[src/rtl/bcd_display_scan.sv]
// ----------------------------------------------------------------------------
// bcd_display_scan
//
// Time-multiplexed scanner for a common-anode multi-digit 7-segment display.
// Each frame starts with a one-cycle LOAD that snapshots the BCD digits and
// decimal points. Each digit is then lit for PRESCALE cycles (SHOW), followed
// by BLANK_CYCLES cycles with every anode off (GAP). The next digit's code is
// presented during GAP, so the BCD bus never changes while an anode is on.
//
// Ports:
//   i_clk        system clock, rising edge
//   i_rst_n      asynchronous active-low reset
//   i_en         scan enable; low forces the display dark and returns to IDLE
//   i_digits_in  packed BCD, digit k = bits [4k+3:4k]
//   i_dp_in      decimal point per digit, active high
//   i_lz_blank   leading-zero suppression enable (sampled live)
//   o_bcd_out    current digit code to the BCD-to-7-segment decoder
//   o_dp_out     decimal point of the current digit
//   o_an_n       anode enables, active low, one-hot-low or all high
//   o_frame_tick one-cycle pulse in the LOAD cycle that follows a full frame
// ----------------------------------------------------------------------------
module bcd_display_scan #(
    parameter int unsigned DIGITS       = 4,
    parameter int unsigned PRESCALE     = 100000,
    parameter int unsigned BLANK_CYCLES = 2
) (
    input  logic                  i_clk,
    input  logic                  i_rst_n,
    input  logic                  i_en,
    input  logic [4*DIGITS-1:0]   i_digits_in,
    input  logic [DIGITS-1:0]     i_dp_in,
    input  logic                  i_lz_blank,
    output logic [3:0]            o_bcd_out,
    output logic                  o_dp_out,
    output logic [DIGITS-1:0]     o_an_n,
    output logic                  o_frame_tick
);

    localparam int unsigned IdxW   = (DIGITS > 1) ? $clog2(DIGITS) : 1;
    localparam int unsigned CntMax = (PRESCALE > BLANK_CYCLES) ? PRESCALE : BLANK_CYCLES;
    // The counter only ever holds 0 .. CntMax-1.
    localparam int unsigned CntW   = (CntMax > 1) ? $clog2(CntMax) : 1;

    localparam logic [CntW-1:0] ShowLast = CntW'(PRESCALE - 1);
    localparam logic [CntW-1:0] GapLast  = CntW'(BLANK_CYCLES - 1);
    localparam logic [IdxW-1:0] IdxLast  = IdxW'(DIGITS - 1);

    typedef enum logic [1:0] {
        StIdle,
        StLoad,
        StShow,
        StGap
    } state_e;

    state_e                r_state;
    logic [IdxW-1:0]       r_index;
    logic [CntW-1:0]       r_cnt;
    logic [4*DIGITS-1:0]   r_snap_digits;
    logic [DIGITS-1:0]     r_snap_dp;
    logic [3:0]            r_bcd;
    logic                  r_dp;
    logic [DIGITS-1:0]     r_an_n;
    logic                  r_frame_tick;

    logic [3:0]            w_snap_digit [DIGITS];
    logic [DIGITS-1:0]     w_zero_from;
    logic [IdxW-1:0]       w_idx_next;
    logic                  w_last;

    // w_zero_from[k] is set when snapshot digits k .. DIGITS-1 are all zero.
    always_comb begin
        logic zero_acc;
        zero_acc    = 1'b1;
        w_zero_from = '0;
        for (int k = 0; k < int'(DIGITS); k++) begin
            w_snap_digit[k] = r_snap_digits[4*k +: 4];
        end
        for (int k = int'(DIGITS) - 1; k >= 0; k--) begin
            zero_acc       = zero_acc && (w_snap_digit[k] == 4'd0);
            w_zero_from[k] = zero_acc;
        end
    end

    assign w_idx_next = r_index + IdxW'(1);
    assign w_last     = (r_index == IdxLast);

    // Anode pattern for a SHOW slot; digit 0 is never suppressed.
    function automatic logic [DIGITS-1:0] lit_pattern(
        input logic [IdxW-1:0]   idx,
        input logic              lz,
        input logic [DIGITS-1:0] zero_from
    );
        logic [DIGITS-1:0] pat;
        pat = '1;
        if (!(lz && (idx != '0) && zero_from[idx])) begin
            pat[idx] = 1'b0;
        end
        return pat;
    endfunction

    always_ff @(posedge i_clk or negedge i_rst_n) begin
        if (!i_rst_n) begin
            r_state       <= StIdle;
            r_index       <= '0;
            r_cnt         <= '0;
            r_snap_digits <= '0;
            r_snap_dp     <= '0;
            r_bcd         <= 4'd0;
            r_dp          <= 1'b0;
            r_an_n        <= '1;
            r_frame_tick  <= 1'b0;
        end else if (!i_en) begin
            // Dark and idle; the BCD bus and decimal point keep their value.
            r_state      <= StIdle;
            r_index      <= '0;
            r_cnt        <= '0;
            r_an_n       <= '1;
            r_frame_tick <= 1'b0;
        end else begin
            r_frame_tick <= 1'b0;
            unique case (r_state)
                StIdle: begin
                    // Capture on entry so the LOAD cycle already carries digit 0.
                    r_state       <= StLoad;
                    r_index       <= '0;
                    r_cnt         <= '0;
                    r_an_n        <= '1;
                    r_snap_digits <= i_digits_in;
                    r_snap_dp     <= i_dp_in;
                    r_bcd         <= i_digits_in[3:0];
                    r_dp          <= i_dp_in[0];
                end
                StLoad: begin
                    r_state <= StShow;
                    r_cnt   <= '0;
                    r_an_n  <= lit_pattern(r_index, i_lz_blank, w_zero_from);
                end
                StShow: begin
                    if (r_cnt == ShowLast) begin
                        r_state <= StGap;
                        r_cnt   <= '0;
                        r_an_n  <= '1;
                        // Present the next digit while every anode is off.
                        if (!w_last) begin
                            r_bcd <= w_snap_digit[w_idx_next];
                            r_dp  <= r_snap_dp[w_idx_next];
                        end
                    end else begin
                        r_cnt  <= r_cnt + 1'b1;
                        r_an_n <= lit_pattern(r_index, i_lz_blank, w_zero_from);
                    end
                end
                StGap: begin
                    if (r_cnt == GapLast) begin
                        r_cnt <= '0;
                        if (w_last) begin
                            r_state       <= StLoad;
                            r_frame_tick  <= 1'b1;
                            r_index       <= '0;
                            r_an_n        <= '1;
                            r_snap_digits <= i_digits_in;
                            r_snap_dp     <= i_dp_in;
                            r_bcd         <= i_digits_in[3:0];
                            r_dp          <= i_dp_in[0];
                        end else begin
                            r_state <= StShow;
                            r_index <= w_idx_next;
                            r_an_n  <= lit_pattern(w_idx_next, i_lz_blank, w_zero_from);
                        end
                    end else begin
                        r_cnt  <= r_cnt + 1'b1;
                        r_an_n <= '1;
                    end
                end
                default: begin
                    r_state <= StIdle;
                    r_an_n  <= '1;
                end
            endcase
        end
    end

    assign o_bcd_out    = r_bcd;
    assign o_dp_out     = r_dp;
    assign o_an_n       = r_an_n;
    assign o_frame_tick = r_frame_tick;

endmodule

[config.mk]
export PLATFORM = sky130hd
export DESIGN_NAME = bcd_display_scan
export DESIGN_NICKNAME = d
export VERILOG_FILES = /design/src/rtl/bcd_display_scan.sv
export SDC_FILE = /design/constraint.sdc
export NUM_CORES = 1
export LEC_CHECK = 0
export CORE_UTILIZATION = 55
export CTS_BUF_LIST = sky130_fd_sc_hd__clkbuf_16
export CTS_CLUSTER_DIAMETER = 200
export CTS_CLUSTER_SIZE = 28
export DETAILED_ROUTE_END_ITERATION = 10
export PLACE_DENSITY = 0.89
export SETUP_SLACK_MARGIN = 0.2
export SLEW_MARGIN = 20
export SYNTH_ARGS = -nofsm -noshare
export SYNTH_HDL_FRONTEND = slang
export SYNTH_SLANG_ARGS = --single-unit
[constraint.sdc]
create_clock -name i_clk -period 4.25 [get_ports i_clk]
set_clock_uncertainty 0.05 [all_clocks]
set_input_delay 0.85 -clock i_clk [delete_from_list [all_inputs] [get_ports i_clk]]
set_output_delay 0.85 -clock i_clk [all_outputs]
set_load 0.01 [all_outputs]
## Yosys cells after proc, flatten, opt, wreduce, memory -nomap -nowiden

Index checks and enable logic that the tools add are counted.

| storage, ports and cells | value |
|---|---|
| output and inout bits | 10 |
| bits in registers | 51 |
| input port bits | 24 |
| logic and storage cells | 108 |

| cells by class | value |
|---|---|
| multiplexer cells | 53 |
| reductions and logical operators | 23 |
| equal/unequal tests | 13 |
| magnitude comparators | 5 |
| add/subtract/negate cells | 2 |
| bitwise gates (word level) | 3 |

Operator list:

| cell | count |
|---|---|
| two-way mux 4 bit | 14 |
| two-way mux 17 bit | 3 |
| one-hot mux 17 bit (3 select lines) | 1 |
| two-way mux 16 bit | 2 |
| one-hot mux 16 bit (2 select lines) | 1 |
| adder 17 x 1 -> 17 bit (second input constant) | 1 |
| equality test 17 x 1 -> 1 bit (second input constant) | 1 |
| equality test 17 bit (second input constant) | 1 |
| zero test 4 bit | 4 |
| one-hot mux 4 bit (4 select lines) | 1 |
| two-way mux 2 bit | 7 |
| two-way mux 1 bit | 13 |
| one-hot mux 4 bit (3 select lines) | 1 |
| logical AND 1 bit | 9 |
| binary-select mux 4 bit (select 2 bit) | 1 |
| != test 2 bit (second input constant) | 4 |
| NOT 4 bit | 2 |
| one-hot mux 2 bit (4 select lines) | 1 |
| one-hot mux 4 bit (2 select lines) | 1 |
| binary-select mux 1 bit (select 2 bit) | 3 |
| equality test 2 bit (second input constant) | 3 |
| < comparator 2 x 3 -> 1 bit (second input constant) | 2 |
| != test 3 bit (second input constant) | 2 |
| AND reduction 6 bit | 1 |
| other kinds (15) | 20 |

## Depth between registers and ports, before layout

| logic depth | value |
|---|---|
| depth in word-level cells | 12 |
| gate-level depth with buffers | 8 |
| gate-level depth less buffers | 7 |

## Least setup slack after synthesis

OpenSTA, ideal clock, no wires.

| timing path | value |
|---|---|
| path kind | register to register |
| start point | register r_index[0] |
| end point | register r_bcd[0] (netlist: o_bcd_out[0]) |
| period minus slack after synthesis | 2,491 ps |
| arrival time | 2,316 ps |
| path slack | 1,759 ps |
| data required time | 4,075 ps |
| library setup time | 125 ps |
| buffers on the path | 2 |
| stages on the path, launching flop included | 8 |
| cell sequence | dfrtp_1 > clkbuf_1 > inv_1 > ha_1 > clkbuf_1 > mux4_2 > mux2_2 > mux2_2 |

| between the ends | value |
|---|---|
| cells in the longest elaborated chain, start to end | 8 |
| elaborated cells between the ends (all ways) | 12 |
| those cells by class | add/sub: 1; eq/ne: 3; mux: 6; bitwise: 1; reduce/logical: 1 |

Ends and longest elaborated chain:

| item | line | text |
|---|---|---|
| start: declaration | 56 | `logic [IdxW-1:0] r_index;` |
| start signal: assignment | 167 | `r_index <= w_idx_next;` |
| adder 2 x 1 -> 2 bit | 84 | `assign w_idx_next = r_index + IdxW'(1);` |
| NOT 2 -> 3 bit (implied by the code) | 145 | `r_bcd <= w_snap_digit[w_idx_next];` |
| binary-select mux 4 bit (select 2 bit) | 145 |  |
| two-way mux 4 bit (implied by the code) (2 in a row) | 145 |  |
| two-way mux 4 bit | 144 | `if (!w_last) begin` |
| two-way mux 4 bit | 139 | `if (r_cnt == ShowLast) begin` |
| one-hot mux 4 bit (3 select lines) | 121 | `unique case (r_state)` |
| end signal: assignment | 130 | `r_bcd <= i_digits_in[3:0];` |
| end signal: assignment | 145 |  |
| end signal: assignment | 163 | `r_bcd <= i_digits_in[3:0];` |
| end: declaration | 60 | `logic [3:0] r_bcd;` |

Parallel ways exist; a longest one is shown, timed or not. The select of a mux whose other input is x is not followed.
A chain may end at the register's enable or synchronous reset.

## Worst setup path in the final report

| timing path | value |
|---|---|
| start point | register r_index[0] |
| end point | register r_bcd[3] (netlist: o_bcd_out[3]) |

The elaborated chain is that of the path after synthesis.

==> impl_metrics.yaml <==
yosys:
  ys_async_sr_fraction: 1.000
  ys_seq_area_frac: 0.4684
  syn_nets: 275
  synth_edf_count: 0
  syn_area_per_cell_um2: 11.54
  ys_ff_latch: 51
  synth_warnings: 0
  syn_inst: 237
  synth_area_um2: 2735
  synth_top_cell_by_area: "dfrtp_1"
  ys_top_cells_by_area: "dfrtp_1 43%, mux2_2 12%, ha_1 6.4%"
  synth.distinct_cells: 42
  yosys.area.top_type_share: 0.4300
  synth_ff_type: "dfrtp_1"
detailed_routing:
  dr.pass1.iters: 4
  post_drt_wl_per_cell_um: 15.38
  postRouteAntennaNets: 0
  viasPerCell: 5.669
  dr.first_iter.drc_count: 199
  drc: 0
  drt_wl_total_um: 5198
  vias: 1916
sta:
  hold_viol: 0
  final-max-slew-violation-count: 0
  fin_crit_ps: 2520
  finalSetupViolCount: 0
  finalCritPeriodShare: 0.5930
  fmax_ghz: 0.3968
  relSlewSlack: 0.5784
  rsz0062_at_grt: "false"
  tns_ps: 0
  setup_ws_ps: 1730
  worst_pin_slew_ps: 632.4
die:
  placementRows: 25
  die_h_um: 72.52
  ios: 34
  die_x_um: 72.52
  start_util: 0.5753
  design.core.area_um2: 4755
  die_area_um2: 5259
global_routing:
  use_met2: 0.3583
  first_global_vias: 1911
  grt_usage: 0.2274
  antenna_found_initial: 0
  grt_first_pass_wirelength_um: 9114
  grtUsageMet1: 0.3188
  grt_overflow: 0
  busiest_layer: "met2"
  grtUsageMet3: 0.05278
  grt_max_degree: 52
clocking:
  cts_resized: 0
  htreeDepth: 2
  clk-insertion-delay-late_ps: 290
  path_clk_slew_ps: 70
  cts_made_buffers: 5
  post_cts_buffers: 0
  cts_root_buffer: "clkbuf_16"
  tritoncts: "done"
  clockBufferDepth: 2
  cts.sinks: 51
  cts_hold_buf: 0
power:
  vdd_drop_max_mv: 0.3394
  swShare: 0.3055
  p_int_uw: 1196
  cellLeakagePower_uw: 0.001273
  pwr-share-seq: 0.437
  pwr-share-clk: 0.221
  switchingPower_uw: 526.1
  power_density_nw_per_um2: 528.2
  p_comb_frac: 0.341
place:
  place_congestion: 0.8270
  placed_cells: 330
  io_buffers: 33
  hpwl_um: 3534
  dpl_cell_area_um2: 3119
  place_ws_ps: 1586
worst_setup_path:
  required_ps: 4370
  cp-end-kind: "flop"
  slowest_stage: "dfrtp_1"
  critPathMaxStageDelay_ps: 700
  reg2reg_to: "o_bcd_out[3]"
  worstSetupPathType: "reg -> reg"
  crit_buf_inv: 1
  cp_num_cells: 5
  cp-endpoint: "o_bcd_out[3]"
  crit_path_start: "r_index[0]"
  timing.rr.start: "r_index[0]"
  crit_top_cell: "mux2_2"
  crit_fanout: 13
  crit_family: "multiplexers"
  critPathArrivalTime_ps: 2640
  crit_chain: "inv_1 -> ha_1 -> mux4_2 -> mux2_2 -> mux2_2"
  cp-start-kind: "flop"
  reg2reg_slack_ps: 1730
  r2r_cells: 5
worst_hold_path:
  hold_class: "reg -> reg"
  worstHoldPathCells: 1
final_layout:
  seqCellArea_um2: 1281
  multiInputGateArea_um2: 1384
  area_delta_synth_final_pct: 19.21
  fillerInstances: 346
  nNetsFinal: 308
  stdcell_count: 338
  stdcell_area_um2: 3261
  drive_gt1_frac: 0.2103
  antennaDiodeCount: 0
status:
  status: "finished clean"
run:
  max-cap-violations: 0
==> flip-flops by register name, summed over array words and instances (netlist names) <==
signal and flops:
o_dp_out 1, r_snap_digits 16, o_bcd_out 4, r_state 2, o_an_n 4, r_cnt 17, o_frame_tick 1, r_snap_dp 4
r_index 2
==> layout make-up <==
cell class              count  area share
inverters                   8    0.009210
multi-input cells         169      0.4244
clock inverters             3    0.004988
repair buffers             35      0.1044
flip-flops and latches     51      0.3929
well taps                  67     0.02571
clock buffers               5     0.03837
==> cell usage in the layout, fill, tap and decap left out, types with 5 or more instances in the layout <==
cell type and count:
clkbuf_16 5, clkdlybuf4s50_1 32, dfrtp_1 47, ha_1 14, inv_1 9, mux2_2 30, mux4_2 5, nand2_1 7
nand3_1 10, nand4_1 5, nor2_1 27, nor4_1 5, o21ai_0 5, xnor2_1 8, xor2_1 7
==> stage by stage <==
stage                       util  hold slack, ps  total power (uW)
final                     0.6858           458.3              1722
after global placement    0.6561           435.5              1315
after detailed placement  0.6561           441.2              1335
after floorplan                -           424.0              1135
after global routing      0.6858           468.8              1818
after CTS                 0.6858           455.4              1724
==> cell usage after synthesis, drive strengths merged, types with 5 or more instances <==
cell and instances:
nor4 6, o21ai 7, mux2 30, clkbuf 5
nand3 10, ha 14, inv 8, dfrtp 47
mux4 5, nand2 7, nor2 27, xnor2 8
xor2 7, nand4 5
==> power groups by stage <==
stage	sequential (uW)	clock, uW	combinational, uW
2_1_floorplan	741	0	395
3_3_place_gp	748	0	567
3_5_place_dp	755	0	581
4_1_cts	749	385	590
5_1_grt	769	410	639
6_report	753	381	588
==> routing by layer <==
metal	up-vias	share of wire
met5	-	0
met4	0	0.0075
met3	6	0.036
met2	52	0.49
met1	949	0.47
li1	909	-
==> cell families (layout without fill, tap and decap cells) <==
| family | count (synthesis) | after routing | share of synthesized area |
|---|---|---|---|
| and+or+nand+nor | 79 | 79 | 0.1578 |
| DFF | 51 | 51 | 0.4684 |
| muxes | 36 | 36 | 0.1683 |
| AOI/OAI and AO/OA | 25 | 25 | 0.06633 |
| buffers and inverters | 17 | 51 | 0.02699 |
| xor gates and xnor gates | 15 | 15 | 0.04803 |
| adders and majority gates | 14 | 14 | 0.06404 |
==> worst min-delay path by stage <==
stage | start | end | slack (ps)
finish | r_snap_dp[2] | r_snap_dp[2] | 460
CTS | r_snap_dp[2] | r_snap_dp[2] | 460
global route | r_snap_dp[3] | r_snap_dp[3] | 470
detailed placement | r_snap_dp[2] | r_snap_dp[2] | 440
floorplan | r_cnt[0] | r_cnt[0] | 420
global placement | r_snap_dp[3] | r_snap_dp[3] | 440
==> worst register-to-register path, delay by kind of cell (launching register included) <==
| kind | cells | cell delay [ps] |
|---|---|---|
| muxes | 3 | 910 |
| adders and majority gates | 1 | 520 |
| DFF | 1 | 700 |
| buffers and inverters | 1 | 230 |
Note: power is estimated with default switching activity, not from simulation.
==> variant (same flow settings) <==
Change the parameter `BLANK_CYCLES` from 2 to 4.
--- a/src/rtl/bcd_display_scan.sv
+++ b/src/rtl/bcd_display_scan.sv
@@ -22,7 +22,7 @@
 module bcd_display_scan #(
     parameter int unsigned DIGITS       = 4,
     parameter int unsigned PRESCALE     = 100000,
-    parameter int unsigned BLANK_CYCLES = 2
+    parameter int unsigned BLANK_CYCLES = 4
 ) (
     input  logic                  i_clk,
     input  logic                  i_rst_n,
Function: no difference found for any inputs over 10 cycles, from zero or initial values and one cycle with i_rst_n low; that may be too few to reach the edited logic, so the function may still have changed.
==> variant against the unedited design <==
Routed wire length grew 8.2%; die area rose by 2.4%; cell count rose by 0.59%; setup slack worse by 0.17 ns; area after synthesis grew 2.5%; sequential cell count is the same; final area is 0.65% higher; power up 2.9%; first-iteration DRC count is 56% lower; combinational power is 8.5% higher; largest power group unchanged.
==> variant: results (changes against the unedited design) <==
{| class="wikitable"
! Metric !! Value
|-
| Relative max-transition margin || 0.603 (was 0.578)
|-
| Sequential share of the synthesized area || 0.457 (was 0.468)
|-
| Worst-case hold slack || 0.444 ns (was 0.458 ns)
|-
| Minimum setup slack after placement || 1.58 ns (was 1.59 ns)
|-
| Worst hold start || r_cnt[0] (was r_snap_dp[2])
|-
| Crit path arrival time || 2.81 ns (was 2.64 ns)
|-
| First-pass DRT Iterations || 5 (was 4)
|-
| Global router's overall resource usage || 0.232 (was 0.227)
|-
| Global placer's final weighted congestion || 0.883 (was 0.827)
|-
| IR Drop Worst-Case VDD || 0.000305 V (was 0.000339 V)
|-
| First-pass GRT wire length || 9320 um (was 9110 um)
|-
| Dpl hpwl || 3840 um (was 3530 um)
|-
| Endpoint of the worst hold path || r_cnt[0] (was r_snap_dp[2])
|-
| Number of non-filler instances in the completed layout || 340 (was 338)
|-
| FF-to-FF End || o_bcd_out[1] (was o_bcd_out[3])
|-
| Most numerous cell types in the synthesized netlist || 47 x sky130_fd_sc_hd__dfrtp_1, 28 x sky130_fd_sc_hd__nor2_1, 24 x sky130_fd_sc_hd__mux2_2 (was 47 x sky130_fd_sc_hd__dfrtp_1, 30 x sky130_fd_sc_hd__mux2_2, 27 x sky130_fd_sc_hd__nor2_1)
|-
| Maximum fanout along the worst path || 12 (was 13)
|-
| Syn Area/Cell || 11.6 sq um (was 11.5 sq um)
|-
| Layout cell share with drive strength beyond 1 || 0.201 (was 0.210)
|-
| Post-Place Cell Area || 3140 sq um (was 3120 sq um)
|-
| Largest cells by area after synthesis || sky130_fd_sc_hd__dfrtp_1 42%, sky130_fd_sc_hd__mux2_2 9.6%, sky130_fd_sc_hd__ha_1 5.8% (was sky130_fd_sc_hd__dfrtp_1 43%, sky130_fd_sc_hd__mux2_2 12%, sky130_fd_sc_hd__ha_1 6.4%)
|-
| Filler Cell Count || 355 (was 346)
|-
| Cell internal pwr || 1.24 mW (was 1.20 mW)
|-
| Number of distinct library cell variants in the gate-level netlist after synthesis || 45 (was 42)
|-
| 1st-iter DRT viols || 87 (was 199)
|-
| Drt wl/cell || 16.5 um (was 15.4 um)
|-
| Result of the run || complete, no violations (unchanged)
|}
[variant: cell types whose count changed in the layout (fill, tap and decap cells not counted), moves of 3 or more]
cell / unedited run / this run
sky130_fd_sc_hd__mux4_2: 5 / 0
sky130_fd_sc_hd__o22ai_1: 1 / 4
sky130_fd_sc_hd__mux2_4: 0 / 5
sky130_fd_sc_hd__mux2_2: 30 / 24
sky130_fd_sc_hd__nand2_1: 7 / 10
sky130_fd_sc_hd__mux4_4: 0 / 5
[variant: critical path: stages (launching register included)]
cell and delay (ns):
sky130_fd_sc_hd__dfrtp_1 0.69, sky130_fd_sc_hd__inv_1 0.24, sky130_fd_sc_hd__ha_1 0.54, sky130_fd_sc_hd__mux4_4 0.48, sky130_fd_sc_hd__mux2_2 0.30, sky130_fd_sc_hd__mux2_4 0.27
[variant: per-stage QoR]
stage / power (mW) / util
2_1_floorplan: 1.20 / -
3_3_place_gp: 1.36 / 0.652
3_5_place_dp: 1.39 / 0.652
4_1_cts: 1.78 / 0.681
5_1_grt: 1.87 / 0.681
6_report: 1.77 / 0.681
[variant: logic make-up after synthesis]
group | share of synthesized area
DFF | 0.457
and+or+nand+nor | 0.152
muxes | 0.172
AOI/OAI and AO/OA | 0.0718
adders and majority gates | 0.0580
xor gates and xnor gates | 0.0469
buffers and inverters | 0.0428
[variant: how the worst max path moves through the flow]
stage,depth (start not counted),slack [ns],from,end
after global routing,5,1.40,r_index[0],o_bcd_out[1]
after CTS,5,1.56,r_index[0],o_bcd_out[1]
final,5,1.56,r_index[0],o_bcd_out[1]
after detailed placement,6,1.58,i_lz_blank,o_an_n[2]
after global placement,5,1.59,i_en,r_snap_digits[0]
after floorplan,7,1.63,r_index[0],o_dp_out
[variant: layout make-up]
cell class              count  area share
multi-input cells         170       0.427
well taps                  67      0.0255
inverters                   9      0.0103
repair buffers             35       0.104
clock inverters             3     0.00457
clock buffers               5      0.0381
flip-flops and latches     51       0.390
[variant: metal layers]
layer	vias up	GRT usage	routed length, um
li1	929	-	-
met1	980	0.288	2340
met2	68	0.406	2930
met3	15	0.0439	233
met4	0	0.0769	121
met5	-	0	0
[variant: power by group through the flow]
stage                     clock network (mW)  logic, mW  registers (mW)
after global routing                   0.408      0.689           0.770
after detailed placement                   0      0.632           0.757
final                                  0.381      0.638           0.752
after CTS                              0.386      0.639           0.751
after floorplan                            0      0.455           0.742
after global placement                     0      0.611           0.748
